[src/rtl/node_superpos_seq_if.sv]
// Handshake/data bundle for the superposition sequencer.
// Upstream side : st, in0, in1 in; rd, res, err out.
// Child g0/g1   : g*_st out, g*_rd/g*_res in; arg0/arg1 out (shared by g0 and g1).
// Child f       : f_st out, f_rd/f_res in; f_arg0/f_arg1 out.
// slave modport is the sequencer's view; master is the environment's view.
interface node_superpos_seq_if #(
  parameter int W = 16
);
  logic         st;
  logic         rd;
  logic [W-1:0] res;
  logic         err;
  logic [W-1:0] in0;
  logic [W-1:0] in1;
  logic [W-1:0] arg0;
  logic [W-1:0] arg1;
  logic         g0_st;
  logic         g0_rd;
  logic [W-1:0] g0_res;
  logic         g1_st;
  logic         g1_rd;
  logic [W-1:0] g1_res;
  logic         f_st;
  logic         f_rd;
  logic [W-1:0] f_res;
  logic [W-1:0] f_arg0;
  logic [W-1:0] f_arg1;

  modport slave (
    input  st, in0, in1, g0_rd, g0_res, g1_rd, g1_res, f_rd, f_res,
    output rd, res, err, arg0, arg1, g0_st, g1_st, f_st, f_arg0, f_arg1
  );

  modport master (
    output st, in0, in1, g0_rd, g0_res, g1_rd, g1_res, f_rd, f_res,
    input  rd, res, err, arg0, arg1, g0_st, g1_st, f_st, f_arg0, f_arg1
  );
endinterface

[src/rtl/node_superpos_seq.sv]
// Superposition sequencer: res = f(g0(in0,in1), g1(in0,in1)).
// Children use a level handshake: ack = rd drops to 0, done = rd rises to 1.
// A per-state timeout aborts a run with err=1 if a child hangs.
// Ports:
//   clk  in  clock, posedge
//   rst  in  synchronous reset, active-high
//   bus  node_superpos_seq_if.slave (upstream request/result, child g0/g1/f links)
//
// state  | meaning
// IDLE   | rd=1, waiting for an st rising edge
// G_ACK  | g0/g1 started, waiting for both acks
// G_DONE | both acked, collecting g0/g1 results into f_arg0/f_arg1
// F_ACK  | f started, waiting for its ack
// F_DONE | f acked, waiting for its result
module node_superpos_seq #(
  parameter int W   = 16,
  parameter int TMO = 1024,
  parameter int TW  = 16
) (
  input logic clk,
  input logic rst,
  node_superpos_seq_if.slave bus
);

  typedef enum logic [2:0] {IDLE, G_ACK, G_DONE, F_ACK, F_DONE} state_t;

  // Down-counter loaded on every state entry; reaching zero while busy
  // means TMO cycles were spent in the current wait state.
  localparam logic [TW-1:0] TMO_LOAD = TW'(TMO - 1);

  state_t       state;
  logic         st_old;
  logic         rd;
  logic [W-1:0] res;
  logic         err;
  logic [W-1:0] arg0;
  logic [W-1:0] arg1;
  logic         g0_st;
  logic         g1_st;
  logic         f_st;
  logic [W-1:0] f_arg0;
  logic [W-1:0] f_arg1;
  logic         ack0;
  logic         ack1;
  logic         got0;
  logic         got1;
  logic [TW-1:0] tmo_cnt;

  logic start;
  logic tmo_hit;
  logic take0;
  logic take1;
  logic both_acked;
  logic both_got;

  assign start   = (state == IDLE) && bus.st && !st_old;
  assign tmo_hit = (state != IDLE) && (tmo_cnt == '0);

  // A child's result is taken on the first rd=1 seen after its ack, which can
  // already happen in G_ACK when the other child is slow to ack.
  assign take0      = ack0 && !got0 && bus.g0_rd;
  assign take1      = ack1 && !got1 && bus.g1_rd;
  assign both_acked = (ack0 || !bus.g0_rd) && (ack1 || !bus.g1_rd);
  assign both_got   = (got0 || take0) && (got1 || take1);

  always_ff @(posedge clk) begin
    st_old <= bus.st;
    if (rst) begin
      state   <= IDLE;
      rd      <= 1'b1;
      res     <= '0;
      err     <= 1'b0;
      arg0    <= '0;
      arg1    <= '0;
      g0_st   <= 1'b0;
      g1_st   <= 1'b0;
      f_st    <= 1'b0;
      f_arg0  <= '0;
      f_arg1  <= '0;
      ack0    <= 1'b0;
      ack1    <= 1'b0;
      got0    <= 1'b0;
      got1    <= 1'b0;
      tmo_cnt <= '0;
    end else if (tmo_hit) begin
      // Abort wins over any child event on this edge.
      state <= IDLE;
      g0_st <= 1'b0;
      g1_st <= 1'b0;
      f_st  <= 1'b0;
      res   <= '0;
      err   <= 1'b1;
      rd    <= 1'b1;
    end else begin
      if (state != IDLE) tmo_cnt <= tmo_cnt - TW'(1);
      case (state)
        IDLE: begin
          if (start) begin
            arg0    <= bus.in0;
            arg1    <= bus.in1;
            rd      <= 1'b0;
            err     <= 1'b0;
            g0_st   <= 1'b1;
            g1_st   <= 1'b1;
            ack0    <= 1'b0;
            ack1    <= 1'b0;
            got0    <= 1'b0;
            got1    <= 1'b0;
            tmo_cnt <= TMO_LOAD;
            state   <= G_ACK;
          end
        end
        G_ACK, G_DONE: begin
          if (!ack0 && !bus.g0_rd) begin
            ack0  <= 1'b1;
            g0_st <= 1'b0;
          end
          if (!ack1 && !bus.g1_rd) begin
            ack1  <= 1'b1;
            g1_st <= 1'b0;
          end
          if (take0) begin
            f_arg0 <= bus.g0_res;
            got0   <= 1'b1;
          end
          if (take1) begin
            f_arg1 <= bus.g1_res;
            got1   <= 1'b1;
          end
          if (state == G_ACK && both_acked) begin
            tmo_cnt <= TMO_LOAD;
            state   <= G_DONE;
          end else if (state == G_DONE && both_got) begin
            f_st    <= 1'b1;
            tmo_cnt <= TMO_LOAD;
            state   <= F_ACK;
          end
        end
        F_ACK: begin
          if (!bus.f_rd) begin
            f_st    <= 1'b0;
            tmo_cnt <= TMO_LOAD;
            state   <= F_DONE;
          end
        end
        F_DONE: begin
          if (bus.f_rd) begin
            res   <= bus.f_res;
            rd    <= 1'b1;
            state <= IDLE;
          end
        end
        default: state <= IDLE;
      endcase
    end
  end

  assign bus.rd     = rd;
  assign bus.res    = res;
  assign bus.err    = err;
  assign bus.arg0   = arg0;
  assign bus.arg1   = arg1;
  assign bus.g0_st  = g0_st;
  assign bus.g1_st  = g1_st;
  assign bus.f_st   = f_st;
  assign bus.f_arg0 = f_arg0;
  assign bus.f_arg1 = f_arg1;

endmodule

[src/flat_wrapper.sv]
// flat-port wrapper written by rule: the top's interface ports become plain ports
module node_superpos_seq_flat 
#(
  parameter int W   = 16,
  parameter int TMO = 1024,
  parameter int TW  = 16
)
  (clk, rst, bus_st, bus_in0, bus_in1, bus_g0_rd, bus_g0_res, bus_g1_rd, bus_g1_res, bus_f_rd, bus_f_res, bus_rd, bus_res, bus_err, bus_arg0, bus_arg1, bus_g0_st, bus_g1_st, bus_f_st, bus_f_arg0, bus_f_arg1);
  node_superpos_seq_if #(.W(W)) bus_i ();
  input logic clk;
  input logic rst;
  input wire logic [$bits(bus_i.st)-1:0] bus_st;
  input wire logic [$bits(bus_i.in0)-1:0] bus_in0;
  input wire logic [$bits(bus_i.in1)-1:0] bus_in1;
  input wire logic [$bits(bus_i.g0_rd)-1:0] bus_g0_rd;
  input wire logic [$bits(bus_i.g0_res)-1:0] bus_g0_res;
  input wire logic [$bits(bus_i.g1_rd)-1:0] bus_g1_rd;
  input wire logic [$bits(bus_i.g1_res)-1:0] bus_g1_res;
  input wire logic [$bits(bus_i.f_rd)-1:0] bus_f_rd;
  input wire logic [$bits(bus_i.f_res)-1:0] bus_f_res;
  output wire logic [$bits(bus_i.rd)-1:0] bus_rd;
  output wire logic [$bits(bus_i.res)-1:0] bus_res;
  output wire logic [$bits(bus_i.err)-1:0] bus_err;
  output wire logic [$bits(bus_i.arg0)-1:0] bus_arg0;
  output wire logic [$bits(bus_i.arg1)-1:0] bus_arg1;
  output wire logic [$bits(bus_i.g0_st)-1:0] bus_g0_st;
  output wire logic [$bits(bus_i.g1_st)-1:0] bus_g1_st;
  output wire logic [$bits(bus_i.f_st)-1:0] bus_f_st;
  output wire logic [$bits(bus_i.f_arg0)-1:0] bus_f_arg0;
  output wire logic [$bits(bus_i.f_arg1)-1:0] bus_f_arg1;
  assign bus_i.st = bus_st;
  assign bus_i.in0 = bus_in0;
  assign bus_i.in1 = bus_in1;
  assign bus_i.g0_rd = bus_g0_rd;
  assign bus_i.g0_res = bus_g0_res;
  assign bus_i.g1_rd = bus_g1_rd;
  assign bus_i.g1_res = bus_g1_res;
  assign bus_i.f_rd = bus_f_rd;
  assign bus_i.f_res = bus_f_res;
  assign bus_rd = bus_i.rd;
  assign bus_res = bus_i.res;
  assign bus_err = bus_i.err;
  assign bus_arg0 = bus_i.arg0;
  assign bus_arg1 = bus_i.arg1;
  assign bus_g0_st = bus_i.g0_st;
  assign bus_g1_st = bus_i.g1_st;
  assign bus_f_st = bus_i.f_st;
  assign bus_f_arg0 = bus_i.f_arg0;
  assign bus_f_arg1 = bus_i.f_arg1;
  node_superpos_seq #(.W(W), .TMO(TMO), .TW(TW)) u_core (.clk(clk), .rst(rst), .bus(bus_i));
endmodule
[config.mk]
export PLATFORM = sky130hd
export DESIGN_NAME = node_superpos_seq_flat
export DESIGN_NICKNAME = d
export VERILOG_FILES = /design/src/rtl/node_superpos_seq_if.sv /design/src/rtl/node_superpos_seq.sv /design/src/flat_wrapper.sv
export SDC_FILE = /design/constraint.sdc
export NUM_CORES = 1
export LEC_CHECK = 0
export ABC_AREA = 1
export CAP_MARGIN = 15
export CORE_MARGIN = 2
export CORE_UTILIZATION = 38
export DETAILED_ROUTE_END_ITERATION = 8
export GPL_TIMING_DRIVEN = 0
export PLACE_DENSITY = 0.77
export SLEW_MARGIN = 25
export SYNTH_ARGS = -nofsm -noshare
export SYNTH_HDL_FRONTEND = slang
export SYNTH_SLANG_ARGS = --single-unit
[constraint.sdc]
create_clock -name clk -period 4.7 [get_ports clk]
set_input_delay 0.47 -clock clk [delete_from_list [all_inputs] [get_ports clk]]
set_output_delay 0.47 -clock clk [all_outputs]
set_load 0.05 [all_outputs]
* Yosys cells after proc, flatten, opt, wreduce, memory -nomap -nowiden
Index checks and enable logic that the tools add are counted.
Word-level totals: register bits 109
Operators by class: $add $sub $neg 1, equal/unequal tests 14, muxes and demuxes 34, bitwise logic cells 1, reductions and logical operators 48
Operator list (number):
- two-way mux 16 bit | 5
- one-hot mux 16 bit (3 select lines) | 1
- AND reduction 4 bit | 6
- AND reduction 3 bit | 6
- zero test 16 bit | 1
- one-hot mux 1 bit (2 select lines) | 8
- subtractor 16 x 1 -> 16 bit (second input constant) | 1
- two-way mux 3 bit | 5
- two-way mux 1 bit | 14
- logical AND 1 bit | 13
- != test 2 x 1 -> 1 bit (second input constant) | 6
- one-hot mux 3 bit (4 select lines) | 1
- nonzero test 2 bit | 5
- zero test 1 bit | 7
- == test 3 x 2 -> 1 bit (second input constant) | 2
- != test 2 bit (second input constant) | 3
- logical OR 1 bit | 4
- AND reduction 2 bit | 2
- OR reduction 2 bit | 2
- == test 3 x 1 -> 1 bit (second input constant) | 1
- == test 3 bit (second input constant) | 1
- zero test 3 bit | 1
- != test 3 x 1 -> 1 bit (second input constant) | 1
- nonzero test 3 bit | 1
- inverter 1 bit | 1

* Logic depth before layout (Yosys ltp)
Gate-level depths: netlist (run 1).
depth after elaboration 9, depth in mapped cells 12, mapped depth without buffers 12

* Worst setup path before layout (run 1)
No wires, ideal clock.
kind reg-to-reg, from reg u_core.tmo_cnt[0], to reg u_core.ack1, arrival time 1462 ps, required time 4578 ps, path slack 3116 ps, stages on the path, launching flop included 12, path buffers 2, period minus slack after synthesis 1584 ps, cells stage by stage dfxtp_1 > inv_1 > ha_1 > inv_1 > nor2_2 > nand2_1 > nor2_1 > nand3_2 > buf_6 > buf_6 > o211ai_1 > a21oi_1
Between the ends: cells in the longest elaborated chain, start to end 4
RTL lines:
- start: declaration | RTL line node_superpos_seq.sv:47 | logic [TW-1:0] tmo_cnt;
- start signal: assignment | RTL line node_superpos_seq.sv:95 | if (state != IDLE) tmo_cnt <= tmo_cnt - TW'(1);
- zero test 16 bit | RTL line node_superpos_seq.sv:57 | assign tmo_hit = (state != IDLE) && (tmo_cnt == '0);
- logical AND 1 bit | RTL line node_superpos_seq.sv:57
- inverter 1 bit (no line)
- AND reduction 4 bit (no line)
- end signal: assignment | RTL line node_superpos_seq.sv:81 | ack1 <= 1'b0;
- end signal: assignment | RTL line node_superpos_seq.sv:106 | ack1 <= 1'b0;
- end signal: assignment | RTL line node_superpos_seq.sv:119 | ack1 <= 1'b1;
- end: declaration | RTL line node_superpos_seq.sv:44 | logic ack1;
No other way between the ends. A chain may end at the register's enable or synchronous reset.

* Worst setup path in the final report (run 1)
from reg u_core.arg0[11], in the netlist u_core.bus.arg0[11], to out bus_arg0[11]
RTL lines:
- start: declaration | RTL line node_superpos_seq.sv:36 | logic [W-1:0] arg0;
- start signal: assignment | RTL line node_superpos_seq.sv:99 | arg0 <= bus.in0;
- end: declaration | RTL line flat_wrapper.sv:24 | output wire logic [$bits(bus_i.arg0)-1:0] bus_arg0;
No word-level cell between the ends.

==> flow_summary.json, run 1 <==
{
  "outcome": "finished, final reports clean",
  "cts_root_buf": "clkbuf_16",
  "final_core_util_pct": 56.57,
  "crit_start": "u_core.bus.arg0[11]",
  "final_cells": 960,
  "startpoint_type": "flop",
  "cts.repair.resized": 0,
  "synth_top_family_by_area": "simple AND/OR/NAND/NOR gates",
  "hold_path.class": "input port to flop",
  "synth_adder_area_share_pct": 0.2709,
  "dp_hpwl_um": 9545,
  "row_count": 40,
  "min_from": "rst",
  "synth_sequential_area_ratio_pct": 47.24,
  "final_antenna_net_count": 0,
  "syn_area_mm2": 0.004619,
  "finalHoldViolCount": 0,
  "fp.dieArea_mm2": 0.01305,
  "critPathTopFamily": "buffers and inverters",
  "first_iter_violations": 460,
  "crit_slowest_cell": "clkdlybuf4s50_1",
  "grt.met3_usage_pct": 7.358,
  "ir_drop_v": 0.0003295,
  "end_kind": "primary output",
  "numCtsBuffers": 9,
  "drt_pass1_iterations": 5,
  "final.setup.tns_ps": 0,
  "cellLeakagePower_nw": 2.700,
  "drc_errors": 0,
  "tightest_slew_ps": 613.4,
  "die_x_um": 114.3,
  "period_needed_ps": 2004,
  "syn2layout_area_growth_pct": 46.48,
  "die_y_um": 114.3,
  "maxSlewViolCount": 0,
  "wl_per_cell_um": 13.58,
  "setup_viol": 0,
  "cts.htree.levels": 3,
  "synth_cell_types": 29,
  "portBuffers": 169,
  "grt_util_met2_pct": 31.19,
  "post-route-period-util_pct": 42.65,
  "netlist_instances": 629,
  "seqCellArea_mm2": 0.002182,
  "rsz0062_at_grt": "false",
  "cellPowerDensity_mw_per_mm2": 476.2,
  "fmax_mhz": 498.9,
  "cts.sinks": 109,
  "clock_skew_ps": 8.967,
  "multiInputGateArea_mm2": 0.002077,
  "grt.met1_usage_pct": 25.18,
  "drv_cap": 0,
  "synthMuxAreaShare_pct": 0,
  "clockBufferDepth": 2,
  "initial_utilization_pct": 38.62,
  "dpl_cell_area_mm2": 0.006495,
  "diodes": 0,
  "synth-compound-area-share_pct": 11.86,
  "nets": 896,
  "drt-vias-per-instance": 4.978,
  "fill_cells": 1103,
  "r2r_start": "u_core.tmo_cnt[0]",
  "grt_max_degree": 19,
  "drive_gt1_share_pct": 7.503,
  "crit_fanout": 2,
  "cp.arrival_ps": 1530,
  "fin_area_mm2": 0.006766,
  "grt_overflow_total": 0,
  "vias": 4779,
  "core_mm2": 0.01196,
  "holdWs_ps": 441.4,
  "synth_seq_cells": 109,
  "crit_required_ps": 4230,
  "ios": 171,
  "slowest_delay_ps": 820,
  "dp_cells": 945,
  "grt_antenna_before_repair": 0,
  "max_slew_margin_pct": 58.95,
  "yosys_warnings": 0,
  "path_cells": "clkdlybuf4s50_1",
  "synthXorXnorAreaFrac_pct": 0,
  "clkTransAtPathRegs_ps": 80,
  "yosys.area_share.simple_pct": 32.83,
  "path_class": "flop to primary output",
  "ctsHoldBuffers": 0,
  "grt_pass1_wl_um": 21070,
  "post_cts.repair.setup_buffers": 0,
  "busiest_layer": "met2",
  "worstSkewPairLatency_ps": 350,
  "cts_tree": "done",
  "syn-num-nets": 716,
  "routabilityCongestion": 0.8928,
  "grt_pass1_vias": 4478,
  "crit_buf_inv": 1,
  "wl_um": 13040,
  "grt_util_all_layers_pct": 19.86,
  "avgSynthCellArea_um2": 7.344
}
==> Yosys cell counts <==
master / number / area (um^2)
a31oi_1: 1 / 6.260
buf_2: 6 / 30.03
nand3_1: 31 / 155.2
clkbuf_1: 14 / 52.55
nand3_2: 5 / 50.05
nor2_1: 90 / 337.8
nand3_4: 2 / 35.03
nor2_2: 6 / 37.54
buf_1: 1 / 3.750
and3_1: 1 / 6.260
nand2_1: 148 / 555.5
a21oi_1: 63 / 315.3
a21oi_2: 1 / 8.760
o21ai_0: 38 / 190.2
nand2_2: 5 / 31.28
nor3_2: 1 / 10.01
inv_1: 36 / 135.1
nor3b_1: 1 / 7.510
ha_1: 1 / 12.51
o211ai_1: 3 / 22.52
nand4_1: 38 / 237.7
buf_4: 5 / 37.54
inv_2: 6 / 22.52
or2_2: 1 / 6.260
buf_6: 7 / 78.83
dfxtp_1: 109 / 2182
nand2_4: 1 / 11.26
nor3_1: 7 / 35.03
o21ai_1: 1 / 5.000
==> path summary, 6_finish.rpt <==
path	to	slack, ps	cells after the start
max	bus_arg0[11]	2700	1
min	u_core.bus.f_arg0[15]	440	2
max reg2reg	u_core.tmo_cnt[6]	2770	12
min reg2reg	u_core.bus.f_arg1[13]	460	2
==> per-stage QoR <==
step                setup WS [ps]  power, mW
CTS                          2672      3.235
floorplan                    3116      2.105
finish                       2696      3.222
global route                 2589      3.417
global placement             2412      2.495
detailed placement           2409      2.508
==> report_power, final <==
part,internal (mW),switching [mW],total (mW)
sequential,1.06,0.0875,1.15
combinational,0.454,0.902,1.36
clock,0.363,0.354,0.717
total,1.88,1.34,3.22
==> cell families (layout without fill, tap and decap cells) <==
logic type,after synthesis,after routing
buffers and inverters,75,259
adder cells (fa/ha/maj),1,1
AO/OA/AOI/OAI,107,107
flip-flops,109,109
AND/OR/NAND/NOR,337,337
==> cell usage in the layout, fill, tap and decap left out, drive strengths merged <==
cell,n
clkbuf,23
clkinvlp,1
o211ai,3
clkinv,2
a21oi,64
or2,1
nor3b,1
ha,1
nor3,8
dfxtp,109
a31oi,1
nor2,96
nand2,154
inv,45
and3,1
o21ai,39
clkdlybuf4s50,169
nand3,38
buf,19
nand4,38
==> flip-flops by register name, summed over array words and instances, names as in the netlist, 3 cells and up <==
signal	count
u_core.bus.arg0	16
u_core.bus.arg1	16
u_core.bus.f_arg0	16
u_core.bus.f_arg1	16
u_core.bus.res	16
u_core.tmo_cnt	16
u_core.state	3
==> layer usage <==
metal  routed length, um  share of wire (%)  vias to the layer above
met5                   0                  0                        -
met4                 205                1.6                        0
met3                1377                 11                       20
met2                5711                 44                      198
met1                5740                 44                     2132
li1                    -                  -                     2429
==> area by class of cell <==
type	instances	area share, %
Buffer	33	2.996
Clock buffer	9	3.328
Clock inverter	6	0.6842
Inverter	42	2.330
Multi-Input combinational cell	445	30.70
Sequential cell	109	32.25
Tap cell	147	2.718
Timing Repair Buffer	169	25.00
Power figures use the tool's default switching activity.
==> run 2, diff against run 1 <==
==> constraint.sdc (replaced) <==
create_clock -name clk -period 1.9 [get_ports clk]
set_input_delay 0.19 -clock clk [delete_from_list [all_inputs] [get_ports clk]]
set_output_delay 0.19 -clock clk [all_outputs]
set_load 0.05 [all_outputs]
==> run 2 against run 1 <==
Sequential cell count is the same. Power grew to 2.5 times the previous value. Sequential power grew 150%. Cell count grew 0.10%. Critical path depth grew 10. Final area grew 0.85%. Wire length grew 0.97%. Worst setup slack lost 2600 ps. Global-route usage is the same. Clock skew is essentially flat.
==> flow_summary.json, run 2 (synthesized netlist as in run 1, its figures left out) <==
{
  "outcome": "finished, final reports clean",
  "numCtsBuffers": 9,
  "cts.sinks": 109,
  "diodes": 0,
  "portBuffers": 169,
  "finalHoldViolCount": 0,
  "critPathTopFamily": "simple AND/OR/NAND/NOR gates",
  "max_slew_margin_pct": 53.09,
  "route.met2.wl_um": 5842,
  "fin_area_mm2": 0.006824,
  "dp_hpwl_um": 9545,
  "cts_root_buf": "clkbuf_16",
  "wl_met3_um": 1432,
  "cellLeakagePower_nw": 2.717,
  "syn2layout_area_growth_pct": 47.72,
  "cts.htree.levels": 3,
  "path_cells": "inv_2, ha_1, inv_1, nor2_4, nand2_1, nor2_2, nand3_4, buf_8, buf_6, nand4_1, a21oi_1",
  "nets": 897,
  "vias": 4835,
  "initial_utilization_pct": 38.62,
  "core_mm2": 0.01196,
  "grt_max_degree": 19,
  "dpl_cell_area_mm2": 0.006495,
  "crit_slowest_cell": "dfxtp_1",
  "end_kind": "flop",
  "tightest_slew_ps": 701.1,
  "setup_viol": 0,
  "power_mw": 8.079,
  "drt_pass1_iterations": 5,
  "pre_cts_ws_ps": -110.6,
  "post-route-period-util_pct": 94.62,
  "cp.arrival_ps": 2020,
  "cellPowerDensity_mw_per_mm2": 1184,
  "rsz0062_at_grt": "false",
  "crit_buf_inv": 4,
  "routabilityCongestion": 0.8928,
  "first_iter_violations": 503,
  "grt_pass1_wl_um": 21070,
  "wl_um": 13160,
  "die_x_um": 114.3,
  "path_class": "flop to flop",
  "clkTransAtPathRegs_ps": 70,
  "top_layer": "met4",
  "final_common_cell": "clkdlybuf4s50_1",
  "crit_fanout": 10,
  "grt_util_all_layers_pct": 19.86,
  "layout_common_cells": "169 x clkdlybuf4s50_1, 147 x nand2_1, 109 x dfxtp_1",
  "worstSkewPairLatency_ps": 350,
  "final_antenna_net_count": 0,
  "wl_per_cell_um": 13.70,
  "wl_met1_um": 5705,
  "fmax_mhz": 556.2,
  "clock_skew_ps": 9.318,
  "grt_overflow_total": 0,
  "ir_drop_v": 0.0008164,
  "die_y_um": 114.3,
  "crit_required_ps": 2120,
  "fp.dieArea_mm2": 0.01305,
  "slowest_delay_ps": 350,
  "period_needed_ps": 1798,
  "cts_tree": "done",
  "drive_gt1_share_pct": 7.985,
  "maxSlewViolCount": 0,
  "grt_antenna_before_repair": 0,
  "layout_setup_ws_ps": 102.2,
  "startpoint_type": "flop",
  "grt_pass1_vias": 4478,
  "ios": 171,
  "drc_errors": 0,
  "drv_cap": 0,
  "clockBufferDepth": 2,
  "drt-vias-per-instance": 5.031,
  "row_count": 40,
  "hold_path.class": "input port to flop"
}
[run 2: worst paths after layout]
kind                      startpoint               endpoint  slack [ps]  depth (start not counted)
setup reg to reg   u_core.tmo_cnt[0]   u_core.bus.f_arg1[8]         100                         11
hold reg to reg   u_core.bus.res[10]     u_core.bus.res[10]         460                          2
hold / removal                   rst  u_core.bus.f_arg0[15]         160                          2
setup / recovery   u_core.tmo_cnt[0]   u_core.bus.f_arg1[8]         100                         11
[run 2: stage by stage]
| step | utilization, % | hold WS (ps) | cells | TNS (ps) |
|---|---|---|---|---|
| floorplan | - | 217.7 | 629 | 0 |
| detailed placement | 54.30 | 451.8 | 945 | -2002 |
| finish | 57.05 | 163.4 | 961 | 0 |
| global route | 57.05 | 195.9 | 961 | 0 |
| global placement | 54.30 | 446.5 | 945 | -1935 |
| CTS | 56.61 | 170.2 | 960 | 0 |
[run 2: timing repair]
action | 4_1_cts | 5_1_grt
pin swaps | 0 | 3
buffers inserted | 0 | 2
hold buffers | 0 | 0
resized for setup | 1 | 10
endpoints found under the setup margin | 4 | 55
[run 2: layout make-up]
type / count / area [um^2]
Timing Repair Buffer: 171 / 1707
Clock inverter: 6 / 46.29
Tap cell: 147 / 183.9
Sequential cell: 109 / 2182
Clock buffer: 9 / 225.2
Fill cell: 1099 / 5137
Buffer: 32 / 202.7
Multi-Input combinational cell: 445 / 2120
Inverter: 42 / 157.7
[run 2: power by group]
part           leakage [nW]  switching (mW)  internal, mW  total [mW]
Clock                 0.134           0.871         0.897        1.77
Combinational          1.69            2.30          1.16        3.46
Sequential            0.888           0.222          2.63        2.85
[run 2: per-layer routing]
layer  GRT usage [%]  vias to the layer above
met5               0                        -
met4           6.829                        0
met3           7.358                       21
met2           31.19                      224
met1           25.18                     2158
li1                -                     2432
